`src/rtl/serial_in_capture.sv`:
```
// serial_in_capture: samples one serial line with a per-bit slow/fast period, then returns the
// captured word to the host as a UART packet: header, data bytes LSB first, XOR checksum.
module serial_in_capture #(
   parameter int unsigned DATA_BIT = 32,
   parameter int unsigned SLOW_DIV = 100,
   parameter int unsigned FAST_DIV = 10,
   parameter logic [7:0]  HEADER   = 8'hA5
) (
   input  logic                clk,
   input  logic                rst_n,
   input  logic                i_serial_in,
   input  logic                i_start,
   input  logic                i_stop,
   input  logic                i_mode,
   input  logic [DATA_BIT-1:0] i_freq_pattern,
   input  logic                i_tx_done_tick,
   output logic [7:0]          o_tx_data,
   output logic                o_tx_start,
   output logic [DATA_BIT-1:0] o_capture_data,
   output logic                o_bit_tick,
   output logic                o_done_tick,
   output logic                o_busy
);

   localparam int unsigned MaxDiv = (SLOW_DIV > FAST_DIV) ? SLOW_DIV : FAST_DIV;
   localparam int unsigned CntW   = $clog2(MaxDiv);
   localparam int unsigned IdxW   = (DATA_BIT > 1) ? $clog2(DATA_BIT) : 1;
   localparam int unsigned NBytes = DATA_BIT / 8;
   localparam int unsigned PktLen = NBytes + 2;
   localparam int unsigned ByteW  = $clog2(PktLen);

   localparam logic [CntW-1:0] SlowLast = CntW'(SLOW_DIV - 1);
   localparam logic [CntW-1:0] SlowHalf = CntW'(SLOW_DIV / 2);
   localparam logic [CntW-1:0] FastLast = CntW'(FAST_DIV - 1);
   localparam logic [CntW-1:0] FastHalf = CntW'(FAST_DIV / 2);

   typedef enum logic [2:0] {
      StIdle,
      StCapture,
      StLoad,
      StSend,
      StWait,
      StDone
   } state_t;

   state_t                  state_q, state_d;
   logic                    mode_q;
   logic [DATA_BIT-1:0]     freq_q;
   logic [IdxW-1:0]         idx_q;
   logic [CntW-1:0]         cnt_q;
   logic [DATA_BIT-1:0]     shift_q;
   logic [DATA_BIT-1:0]     capture_q;
   logic [PktLen*8-1:0]     pkt_q;
   logic [ByteW-1:0]        byte_q;
   logic                    stop_pend_q;

   logic                    fast_bit;
   logic [CntW-1:0]         cnt_last;
   logic [CntW-1:0]         cnt_half;
   logic                    bit_end;
   logic                    last_bit;
   logic                    last_byte;
   logic [7:0]              chk;

   assign fast_bit  = freq_q[idx_q];
   assign cnt_last  = fast_bit ? FastLast : SlowLast;
   assign cnt_half  = fast_bit ? FastHalf : SlowHalf;
   assign bit_end   = (state_q == StCapture) && (cnt_q == cnt_last);
   assign last_bit  = (idx_q == IdxW'(DATA_BIT - 1));
   assign last_byte = (byte_q == ByteW'(PktLen - 1));

   always_comb begin
      chk = '0;
      for (int i = 0; i < int'(NBytes); i++) begin
         chk ^= shift_q[8*i +: 8];
      end
   end

   always_ff @(posedge clk) begin
      if (!rst_n) begin
         state_q <= StIdle;
      end else begin
         state_q <= state_d;
      end
   end

   always_comb begin
      state_d = state_q;
      unique case (state_q)
         StIdle: begin
            if (i_start && !i_stop) state_d = StCapture;
         end
         StCapture: begin
            if (i_stop)                    state_d = StIdle;
            else if (bit_end && last_bit)  state_d = StLoad;
         end
         StLoad: state_d = StSend;
         StSend: state_d = StWait;
         StWait: begin
            if (i_tx_done_tick) state_d = last_byte ? StDone : StSend;
         end
         StDone: begin
            state_d = (mode_q && !stop_pend_q && !i_stop) ? StCapture : StIdle;
         end
         default: state_d = StIdle;
      endcase
   end

   always_comb begin
      o_tx_start     = (state_q == StSend);
      o_done_tick    = (state_q == StDone);
      o_busy         = (state_q != StIdle);
      o_bit_tick     = bit_end;
      o_tx_data      = pkt_q[{byte_q, 3'b000} +: 8];
      o_capture_data = capture_q;
   end

   always_ff @(posedge clk) begin
      if (!rst_n) begin
         mode_q      <= 1'b0;
         freq_q      <= '0;
         idx_q       <= '0;
         cnt_q       <= '0;
         shift_q     <= '0;
         capture_q   <= '0;
         pkt_q       <= '0;
         byte_q      <= '0;
         stop_pend_q <= 1'b0;
      end else begin
         if (state_q == StIdle && state_d == StCapture) begin
            mode_q <= i_mode;
            freq_q <= i_freq_pattern;
         end

         // Fresh capture (from idle or a repeat pass) always restarts at bit 0, count 0.
         if (state_q != StCapture && state_d == StCapture) begin
            idx_q <= '0;
            cnt_q <= '0;
         end else if (state_q == StCapture) begin
            if (cnt_q == cnt_half) shift_q[idx_q] <= i_serial_in;
            if (bit_end) begin
               cnt_q <= '0;
               idx_q <= idx_q + IdxW'(1);
            end else begin
               cnt_q <= cnt_q + CntW'(1);
            end
         end

         if (state_q == StLoad) begin
            capture_q <= shift_q;
            pkt_q     <= {chk, shift_q, HEADER};
            byte_q    <= '0;
         end else if (state_q == StWait && i_tx_done_tick && !last_byte) begin
            byte_q <= byte_q + ByteW'(1);
         end

         // A stop after capture finishes lets the packet complete, then forces idle.
         if (state_d == StIdle) begin
            stop_pend_q <= 1'b0;
         end else if (i_stop && (state_q == StLoad || state_q == StSend || state_q == StWait)) begin
            stop_pend_q <= 1'b1;
         end
      end
   end

endmodule
```
`config.mk`:
```
export PLATFORM = sky130hd
export DESIGN_NAME = serial_in_capture
export DESIGN_NICKNAME = d
export VERILOG_FILES = /design/src/rtl/serial_in_capture.sv
export SDC_FILE = /design/constraint.sdc
export NUM_CORES = 1
export LEC_CHECK = 0
export CORE_ASPECT_RATIO = 0.7
export CORE_MARGIN = 2
export CORE_UTILIZATION = 38
export DETAILED_ROUTE_END_ITERATION = 8
export GPL_TIMING_DRIVEN = 0
export HOLD_SLACK_MARGIN = 0.06
export SETUP_SLACK_MARGIN = 0.4
export SLEW_MARGIN = 20
export SYNTH_ARGS = -nofsm -noshare
export SYNTH_HDL_FRONTEND = slang
export SYNTH_SLANG_ARGS = --single-unit
```
`constraint.sdc`:
```
create_clock -name clk -period 3.07 [get_ports clk]
set_input_delay 0.4605 -clock clk [delete_from_list [all_inputs] [get_ports clk]]
set_output_delay 0.4605 -clock clk [all_outputs]
set_load 0.01 [all_outputs]
```
; ---- Word level (Yosys, flattened, before mapping)
; Index checks and enable logic that the tools add are counted.
[op_classes]
addsub = 3
n_mul = 0
div = 0
magnitude_cmp = 2
n_eq_ne = 11
shift = 1
muxes = 15
n_bitwise = 5
reduce_logical = 24
[ops]
columns = cell, count
row1 = indexed part select 48 x 7 -> 8 bit, 1
row2 = bitwise mux 32 bit, 1
row3 = bitwise XOR 8 bit, 3
row4 = case mux 3 bit (6 select lines), 1
row5 = 2-to-1 mux 3 bit, 5
row6 = 2-to-1 mux 7 bit, 2
row7 = logical AND 1 bit, 11
row8 = == test 3 bit (second input constant), 3
row9 = adder 7 x 1 -> 7 bit (second input constant), 1
row10 = == test 7 x 6 -> 1 bit, 1
row11 = == test 7 bit, 1
row12 = == test 3 x 1 -> 1 bit (second input constant), 2
row13 = == test 3 x 2 -> 1 bit (second input constant), 2
row14 = logical NOT 3 bit, 2
row15 = < comparator 5 x 6 -> 1 bit (second input constant), 1
row16 = 2-to-1 mux 6 bit, 1
row17 = OR reduction 2 bit, 3
row18 = adder 5 x 1 -> 5 bit (second input constant), 1
row19 = binary-select mux 1 bit (select 5 bit), 1
row20 = demux 1 bit (select 5 bit), 1
row21 = == test 5 bit (second input constant), 1
row22 = greater-or-equal comparator 5 x 1 -> 1 bit (second input constant), 1
row23 = adder 3 x 1 -> 3 bit (second input constant), 1
row24 = logical NOT 1 bit, 3
row25 = other kinds (7), 11
[word_totals]
regBits = 160
latchBits = 0
ramBits = 0
rom_bits = 0
inputBits = 39
out_inout_bits = 44
word_cells = 71
mem_count = 0

; ---- Logic depth before layout (Yosys ltp)
; Gate-level depths: netlist of run 1.
[logic_depth]
depth_word = 13
mapped_depth = 11
ltp_nobuf = 8

; ---- Worst setup path before layout of run 1
; OpenSTA, ideal clock, no wires.
[synth_timing]
path_kind = reg-to-reg
from = reg idx_q[1]
to = reg state_q[0]
setup_time_ns = 0.120
arrival_ns = 2.465
required_time_ns = 2.950
slack_ns = 0.485
stages_incl_launch_ff = 11
path_buffers = 3
synth_period_minus_slack_ns = 2.585
path_cell_list = dfxtp_1 buf_6 buf_12 mux4_2 o2bb2ai_2 or3_4 a2111oi_4 a2111oi_2 buf_6 nor4b_2 nor2_1
[synth_between]
elab_chain_len = 9
word_cells_on_any_way = 10
cone_classes = eq/ne: 2 / mux: 6 / reduce/logical: 2
[synth_lines]
columns = item, line
row1 = from (decl), 49  ; logic [IdxW-1:0] idx_q;
row2 = from (signal assigned), 143  ; idx_q <= idx_q + IdxW'(1);
row3 = binary-select mux 1 bit (select 5 bit), 65  ; assign fast_bit = freq_q[idx_q];
row4 = 2-to-1 mux 1 bit (not written as such), 65
row5 = 2-to-1 mux 7 bit, 66  ; assign cnt_last = fast_bit ? FastLast : SlowLast;
row6 = == test 7 bit, 68  ; assign bit_end = (state_q == StCapture) && (cnt_q == cnt_last);
row7 = logical AND 1 bit, 68
row8 = logical AND 1 bit (*), 95  ; else if (bit_end && last_bit) state_d = StLoad;
row9 = 2-to-1 mux 3 bit (*), 95
row10 = 2-to-1 mux 3 bit (*), 94  ; if (i_stop) state_d = StIdle;
row11 = case mux 3 bit (6 select lines) (*), 89  ; unique case (state_q)
row12 = to (signal assigned), 81  ; state_q <= StIdle;
row13 = to (signal assigned), 83  ; state_q <= state_d;
row14 = to (decl), 46  ; state_t state_q, state_d;
; Mark *: on every way between the ends. The rest lies on a longest branch, timed or not. The select of a mux whose other input is x is not followed.
; A chain may end at the register's enable or synchronous reset.

; ---- Final worst setup path of run 1
[layout_timing]
from = reg idx_q[1]
to = reg idx_q[3]
[layout_between]
elab_chain_len = 12
word_cells_on_any_way = 15
cone_classes = add/sub: 1 / eq/ne: 3 / mux: 6 / reduce/logical: 5
[layout_lines]
columns = item, line
row1 = binary-select mux 1 bit (select 5 bit), 65
row2 = 2-to-1 mux 1 bit (not written as such), 65
row3 = 2-to-1 mux 7 bit, 66
row4 = == test 7 bit, 68
row5 = logical AND 1 bit, 68
row6 = logical AND 1 bit, 95
row7 = 2-to-1 mux 3 bit, 95
row8 = 2-to-1 mux 3 bit, 94
row9 = case mux 3 bit (6 select lines), 89
row10 = == test 3 x 1 -> 1 bit, 136  ; if (state_q != StCapture && state_d == StCapture) begin
row11 = logical AND 1 bit, 136
row12 = OR reduction 2 bit (no source line), n/a
; Several ways; a longest one is shown, not always the timed one. The select of a mux whose other input is x is not followed.

==> run summary, run 1 <==
Nets: 944
CP delay by family, top: buffers and inverters
PortBufs: 82
H-tree depth: 4
Grt ovf: 0
Vias in the first global route: 5455
Syn Std Cell Area: 6660 um^2
Worst-path cell chain: buf_6 -> buf_12 -> mux4_2 -> a22oi_2 -> buf_4 -> buf_6 -> buf_6 -> buf_6 -> buf_6 -> buf_6 -> buf_6 -> nand3_4 -> a2111oi_4 -> a2111oi_4 -> or3_1 -> a21oi_1
Worst-margin pin slew: 1030 ps
Count of pins over their slew limit: 0
Async set-reset flop share out of synthesis: 0%
First-pass GRT wire length: 30300 um
Drt pass-1 iters: 5
Rows: 40
Initial Utilization: 38.8%
Synthesized Nets: 819
Routed len/inst: 17.0 um
DR DRC count: 0
Most used cell along the critical path: buf_6
Initial antenna violation count: 0
Post-synth top flop: dfxtp_1
Final GP Congestion: 0.875
Hold bufs inserted after CTS: 0
GRT Util Overall: 21.2%
Buf+Inv Stages, Crit Path: 9
Fmax: 0.328 GHz
Max clock buf depth: 2
Max FO, Critical Path: 5
CTS tree: yes
Max rail drop VDD: 0.000247 V
Root Buffer: clkbuf_16
Met3 Usage GRT: 5.01%
Startpoint type of the worst setup path: flop
Fin Clk Skew: 12.3 ps
Vias after detailed routing: 5810
Yosys reg bits: 125
Grt met2 use: 28.2%
Met1 GRT Util: 33.8%
Fill count: 1641
Layout cell share with drive strength beyond 1: 20.5%
Top-area cell type share of the netlist area: 37.6%
Period minus WS final: 3050 ps
CTS Sinks: 125
Routed Antenna Nets: 0
Die height: 115 um
Slew margin rel.: 30.3%
Core ar.: 17200 um^2
Syn avg cell area: 8.63 um^2
Leading area contributor after synthesis: dfxtp_1
Setup Viol. Count Final: 0
Cell depth of the worst setup path: 16
Critical path arrival: 3390 ps
Post-synth cell types: 67
Synth area leaders: dfxtp_1 (38%), nand2_1 (12%), a21boi_0 (7.4%), mux2i_1 (7.1%), buf_4 (3.7%)
CP max-delay cell: mux4_2
Die Footprint: 18600 um^2
Top Usage Layer GRT: met1
Leak: 3.37 nW
Initial DRC count: 349
Crit Path Class: reg2reg
Largest net degree at the start of global routing: 17
Worst hold margin: 458 ps
Area grow syn2layout: 33.9%
CP max stage delay: 500 ps
Yosys warns: 0
Inserted Diodes: 0
Fin crit share: 99.5%
CTS Buf Count: 17
Number of enable flip-flop cells after synthesis: 0
Total power: 3.81 mW
Worst-case reg-to-reg path depth: 16
Worst Path Required: 3410 ps
Status: completed
Final hold vios: 0
HPWL after DPL: 13900 um
Gate count of the mapped netlist: 772
HP Class: reg2reg
RSZ-0062 raised after global routing: true
Hold Path Stages: 2
Routed WL: 19400 um
Seq/Total Area, Yosys: 37.6%
Crit path capture type: flop
Max-Cap Viols: 0
Clk Latency, worst-skew pair: 420 ps
Die W: 162 um
Vias per cell: 5.09
Boundary Pins: 83
Pwr per Cell Area: 427 nW/um^2
Worst-path clk slew: 60 ps
worst register-to-register path: cells and delay by family (launching register included):
family          cells  cell delay (ps)
compound gates      4              800
buf+inv             9              890
flops               1              340
mux                 1              510
simple gates        2              430
layout by cell type, fill, tap and decap left out, types with 7 or more instances in the layout:
cell	n
inv_1	13
mux4_2	7
nand2_1	195
buf_4	46
nand2_2	21
buf_6	13
nor2_1	34
a21boi_0	66
dfxtp_1	122
mux2i_1	47
xnor2_1	27
clkbuf_16	17
nand3_1	9
ha_1	8
clkbuf_1	34
o211a_1	8
o22ai_1	8
clkdlybuf4s50_1	76
repair_timing:
item,4_1_cts,5_1_grt
gates resized for setup,62,47
endpoints found under the hold margin,0,0
endpoints found under the setup margin,54,52
pin swaps,24,18
buffers inserted,17,4
gates cloned,1,1
registers in the layout, summed over array words and instances (netlist names):
signal	flops
cnt_q	7
freq_q	32
stop_pend_q	1
pkt_q	10
state_q	3
shift_q	32
mode_q	1
byte_q	3
o_capture_data	31
idx_q	5
Yosys cell counts, types with 4 or more instances:
master	number
and4_1	7
dfxtp_1	125
mux2i_1	47
and3_1	5
a211oi_1	4
nand2_1	217
xnor2_1	28
a22oi_1	4
xor2_1	5
o21ai_1	4
a21oi_1	7
clkbuf_8	4
ha_1	8
mux2_2	6
or4_1	5
o21ai_0	4
nand4_1	5
nor2_1	39
mux4_2	6
a21boi_0	66
inv_1	13
o22ai_1	8
nand3_1	11
buf_4	33
clkbuf_1	38
o211a_1	8
logic make-up (layout without fill, tap and decap cells):
logic type      Yosys count  after routing  share of synthesized area [%]
simple gates            320            320                           21.3
mux                      62             63                           11.1
fa+ha+maj                 8              8                           1.50
flops                   125            125                           37.6
buf+inv                  95            232                           8.69
xor+xnor                 33             33                           4.34
compound gates          129            129                           15.5
through the flow:
step	utilization (%)	area (um^2)	cells	TNS, ps	setup slack (ps)
floorplan	-	6660	772	0	485
global placement	45.3	7770	1085	-189	-189
global route	52.0	8920	1141	-220	-40.0
finish	52.0	8920	1141	0	16.6
detailed placement	45.3	7780	1086	-162	-162
CTS	50.7	8710	1136	0	9.22
path summary, 6_finish.rpt:
| path | from | end | slack, ps |
|---|---|---|---|
| hold reg to reg | freq_q[21] | freq_q[21] | 460 |
| setup reg to reg | idx_q[1] | idx_q[3] | 20 |
| hold / removal | freq_q[21] | freq_q[21] | 460 |
| setup / recovery | idx_q[1] | idx_q[3] | 20 |
power breakdown:
group / total (mW) / internal (mW) / switching [mW]
clock network: 1.95 / 1.13 / 0.820
registers: 1.66 / 1.64 / 0.0122
logic: 0.207 / 0.103 / 0.104
total: 3.81 / 2.87 / 0.936
per-layer routing:
layer	part of all wire [%]	wire, um
met5	0	0
met3	6.5	1270
met1	53	10300
met4	0.94	182
met2	39	7610
area by class of cell:
type,instances,area [um^2],share of cell area [%]
multi-input combinational,553,3900,43.7
sequential,125,2510,28.1
timing repair buffer,105,1040,11.7
buffer,82,567,6.35
clock buffer,18,429,4.81
tap,231,289,3.24
clock inverter,14,136,1.53
inverter,13,48.8,0.547
(Power assumes the default switching activity.)
==> run 2, diff against run 1 <==
--- a/config.mk
+++ b/config.mk
@@ -8,6 +8,7 @@
 export CORE_ASPECT_RATIO = 0.7
 export CORE_MARGIN = 2
 export CORE_UTILIZATION = 38
+export CTS_CLUSTER_DIAMETER = 30
 export DETAILED_ROUTE_END_ITERATION = 8
 export GPL_TIMING_DRIVEN = 0
 export HOLD_SLACK_MARGIN = 0.06
==> results of run 2 <==
Same layout as run 1: the final DEF is identical, and so are final timing and power.
==> run 3, diff against run 2 <==
--- a/config.mk
+++ b/config.mk
@@ -5,13 +5,16 @@
 export SDC_FILE = /design/constraint.sdc
 export NUM_CORES = 1
 export LEC_CHECK = 0
+export CELL_PAD_IN_SITES_DETAIL_PLACEMENT = 0
+export CELL_PAD_IN_SITES_GLOBAL_PLACEMENT = 2
 export CORE_ASPECT_RATIO = 0.7
 export CORE_MARGIN = 2
-export CORE_UTILIZATION = 38
+export CORE_UTILIZATION = 34
 export CTS_CLUSTER_DIAMETER = 30
 export DETAILED_ROUTE_END_ITERATION = 8
 export GPL_TIMING_DRIVEN = 0
 export HOLD_SLACK_MARGIN = 0.06
+export PLACE_DENSITY_LB_ADDON = 0.1
 export SETUP_SLACK_MARGIN = 0.4
 export SLEW_MARGIN = 20
 export SYNTH_ARGS = -nofsm -noshare
==> run 3 against run 2 <==
  * Global-route usage about the same
  * Final cell count increased by 3.4%
  * Utilization shrank 4.4 points
  * First-iteration DRC count is 11% lower
  * Routed wire length increased by 9.4%
  * Maximum frequency is 2.2% higher
  * Worst hold slack gained 2.4 ps
  * Combinational power hardly changed
  * Via count rose by 0.33%
  * Total power up 2.9%
  * Critical endpoint is now o_bit_tick
  * Largest cell class unchanged
==> run summary, run 3 (synthesis gave the netlist of run 1 again) <==
Status: completed
Total power: 3.92 mW
Hold bufs inserted after CTS: 0
Leak: 3.50 nW
Drt pass-1 iters: 5
Clk Latency, worst-skew pair: 430 ps
R2r startpoint: idx_q[1]
Root Buffer: clkbuf_16
Max rail drop VDD: 0.000333 V
Startpoint type of the worst setup path: flop
Grt met2 use: 28.9%
Routed WL: 21200 um
HPWL after DPL: 15600 um
Grt ovf: 0
Max-Cap Viols: 0
Commonest non-fill, non-tap cell in the layout: nand2_1
Routed Antenna Nets: 0
Crit path capture type: output port
Largest net degree at the start of global routing: 17
Crit Path Class: reg2out
Layout cell share with drive strength beyond 1: 21.3%
Initial antenna violation count: 0
Vias after detailed routing: 5829
Met3 Usage GRT: 5.28%
Final hold vios: 0
Max clock buf depth: 2
Core ar.: 19100 um^2
Boundary Pins: 83
Initial DRC count: 312
Critical path arrival: 2530 ps
Setup Viol. Count Final: 0
RSZ-0062 raised after global routing: true
Final GP Congestion: 0.818
Worst-path clk slew: 60 ps
First-pass GRT wire length: 32800 um
PortBufs: 82
Die height: 121 um
Vias in the first global route: 5781
CTS Sinks: 125
Worst hold margin: 461 ps
CP max-delay cell: mux4_2
Die W: 171 um
H-tree depth: 4
Worst-path cell chain: buf_6 -> buf_12 -> mux4_2 -> a22oi_2 -> and3_4 -> buf_6 -> o21ai_4 -> a21oi_2 -> a31oi_1 -> nor2_1 -> buf_2
Non-Filler Instances: 1180
Met1 GRT Util: 33.0%
Worst Setup SP: idx_q[1]
CP delay by family, top: multiplexers
Inserted Diodes: 0
Vias per cell: 4.94
HP Class: reg2reg
CTS tree: yes
Worst Path Required: 2610 ps
Buf+Inv Stages, Crit Path: 4
Worst min-delay path startpoint: freq_q[26]
Area grow syn2layout: 36.2%
Period minus WS final: 2990 ps
Sum of negative setup slack: 0 ps
CP max stage delay: 510 ps
Worst-margin pin slew: 1180 ps
GRT Util Overall: 21.3%
Initial Utilization: 34.9%
Fin crit share: 97.3%
Rows: 42
DR DRC count: 0
Top Usage Layer GRT: met1
DP Cell Count: 1119
Fin Clk Skew: 10.5 ps
CTS Buf Count: 17
Routed len/inst: 18.0 um
Most frequent cells in the layout: nand2_1 (195), dfxtp_1 (122), clkdlybuf4s50_1 (75), a21boi_0 (66), buf_4 (55)
Nets: 950
Most used cell along the critical path: buf_6
Max FO, Critical Path: 6
Count of pins over their slew limit: 0
Slew margin rel.: 20.2%
Die Footprint: 20700 um^2
Fill count: 1881
Pwr per Cell Area: 432 nW/um^2
Fmax: 0.335 GHz
-- run 3: cell types whose count changed in the layout (fill, tap and decap cells not counted), moves of 3 or more --
cell,before,now
clkinv_4,5,2
nor2_4,4,1
buf_4,46,55
nand2_4,0,6
nand2_2,21,16
nor2_2,1,4
-- run 3: worst paths after layout --
| kind | end | slack [ps] | cells past startpoint |
|---|---|---|---|
| worst max register to register | idx_q[4] | 110 | 12 |
| worst max-delay path | o_bit_tick | 80 | 11 |
| worst min-delay path | freq_q[26] | 460 | 2 |
| worst min register to register | freq_q[26] | 460 | 2 |
-- run 3: worst min-delay path, stage by stage, from the launching register on --
cell and delay [ps]:
dfxtp_1 300, nand2_1 50, a21boi_0 60
-- run 3: layout make-up --
cell class                      count  area, um^2  share of cell area [%]
Clock inverter                     13         154                    1.70
Buffer                             82         577                    6.36
Multi-Input combinational cell    553        3920                    43.2
Timing Repair Buffer              111        1090                    12.0
Sequential cell                   125        2510                    27.7
Clock buffer                       19         443                    4.88
Tap cell                          264         330                    3.64
Inverter                           13        48.8                   0.538
-- run 3: where the power goes --
group | switching, mW | internal (mW) | leakage, nW
sequential | 0.0122 | 1.64 | 1.01
clock | 0.825 | 1.23 | 0.279
combinational | 0.105 | 0.102 | 2.21
-- run 3: metrics by stage --
stage / instance area [um^2] / setup slack [ps] / util (%)
floorplan: 6660 / 485 / -
global placement: 7810 / -215 / 41.0
detailed placement: 7830 / -218 / 41.0
CTS: 8710 / 63.0 / 45.7
global route: 9080 / -29.8 / 47.6
finish: 9080 / 82.6 / 47.6
-- run 3: repair_timing --
item / in CTS / in global routing
cloned: 0 / 2
pin swaps: 16 / 20
endpoints found under the setup margin: 54 / 50
endpoints found under the hold margin: 0 / 0
gates resized for setup: 46 / 74
setup buffers: 17 / 10
-- run 3: metal layers --
metal / wire length, um / share of wire (%)
met1: 11400 / 54
met2: 8110 / 38
met3: 1550 / 7.3
met4: 188 / 0.89
met5: 0 / 0
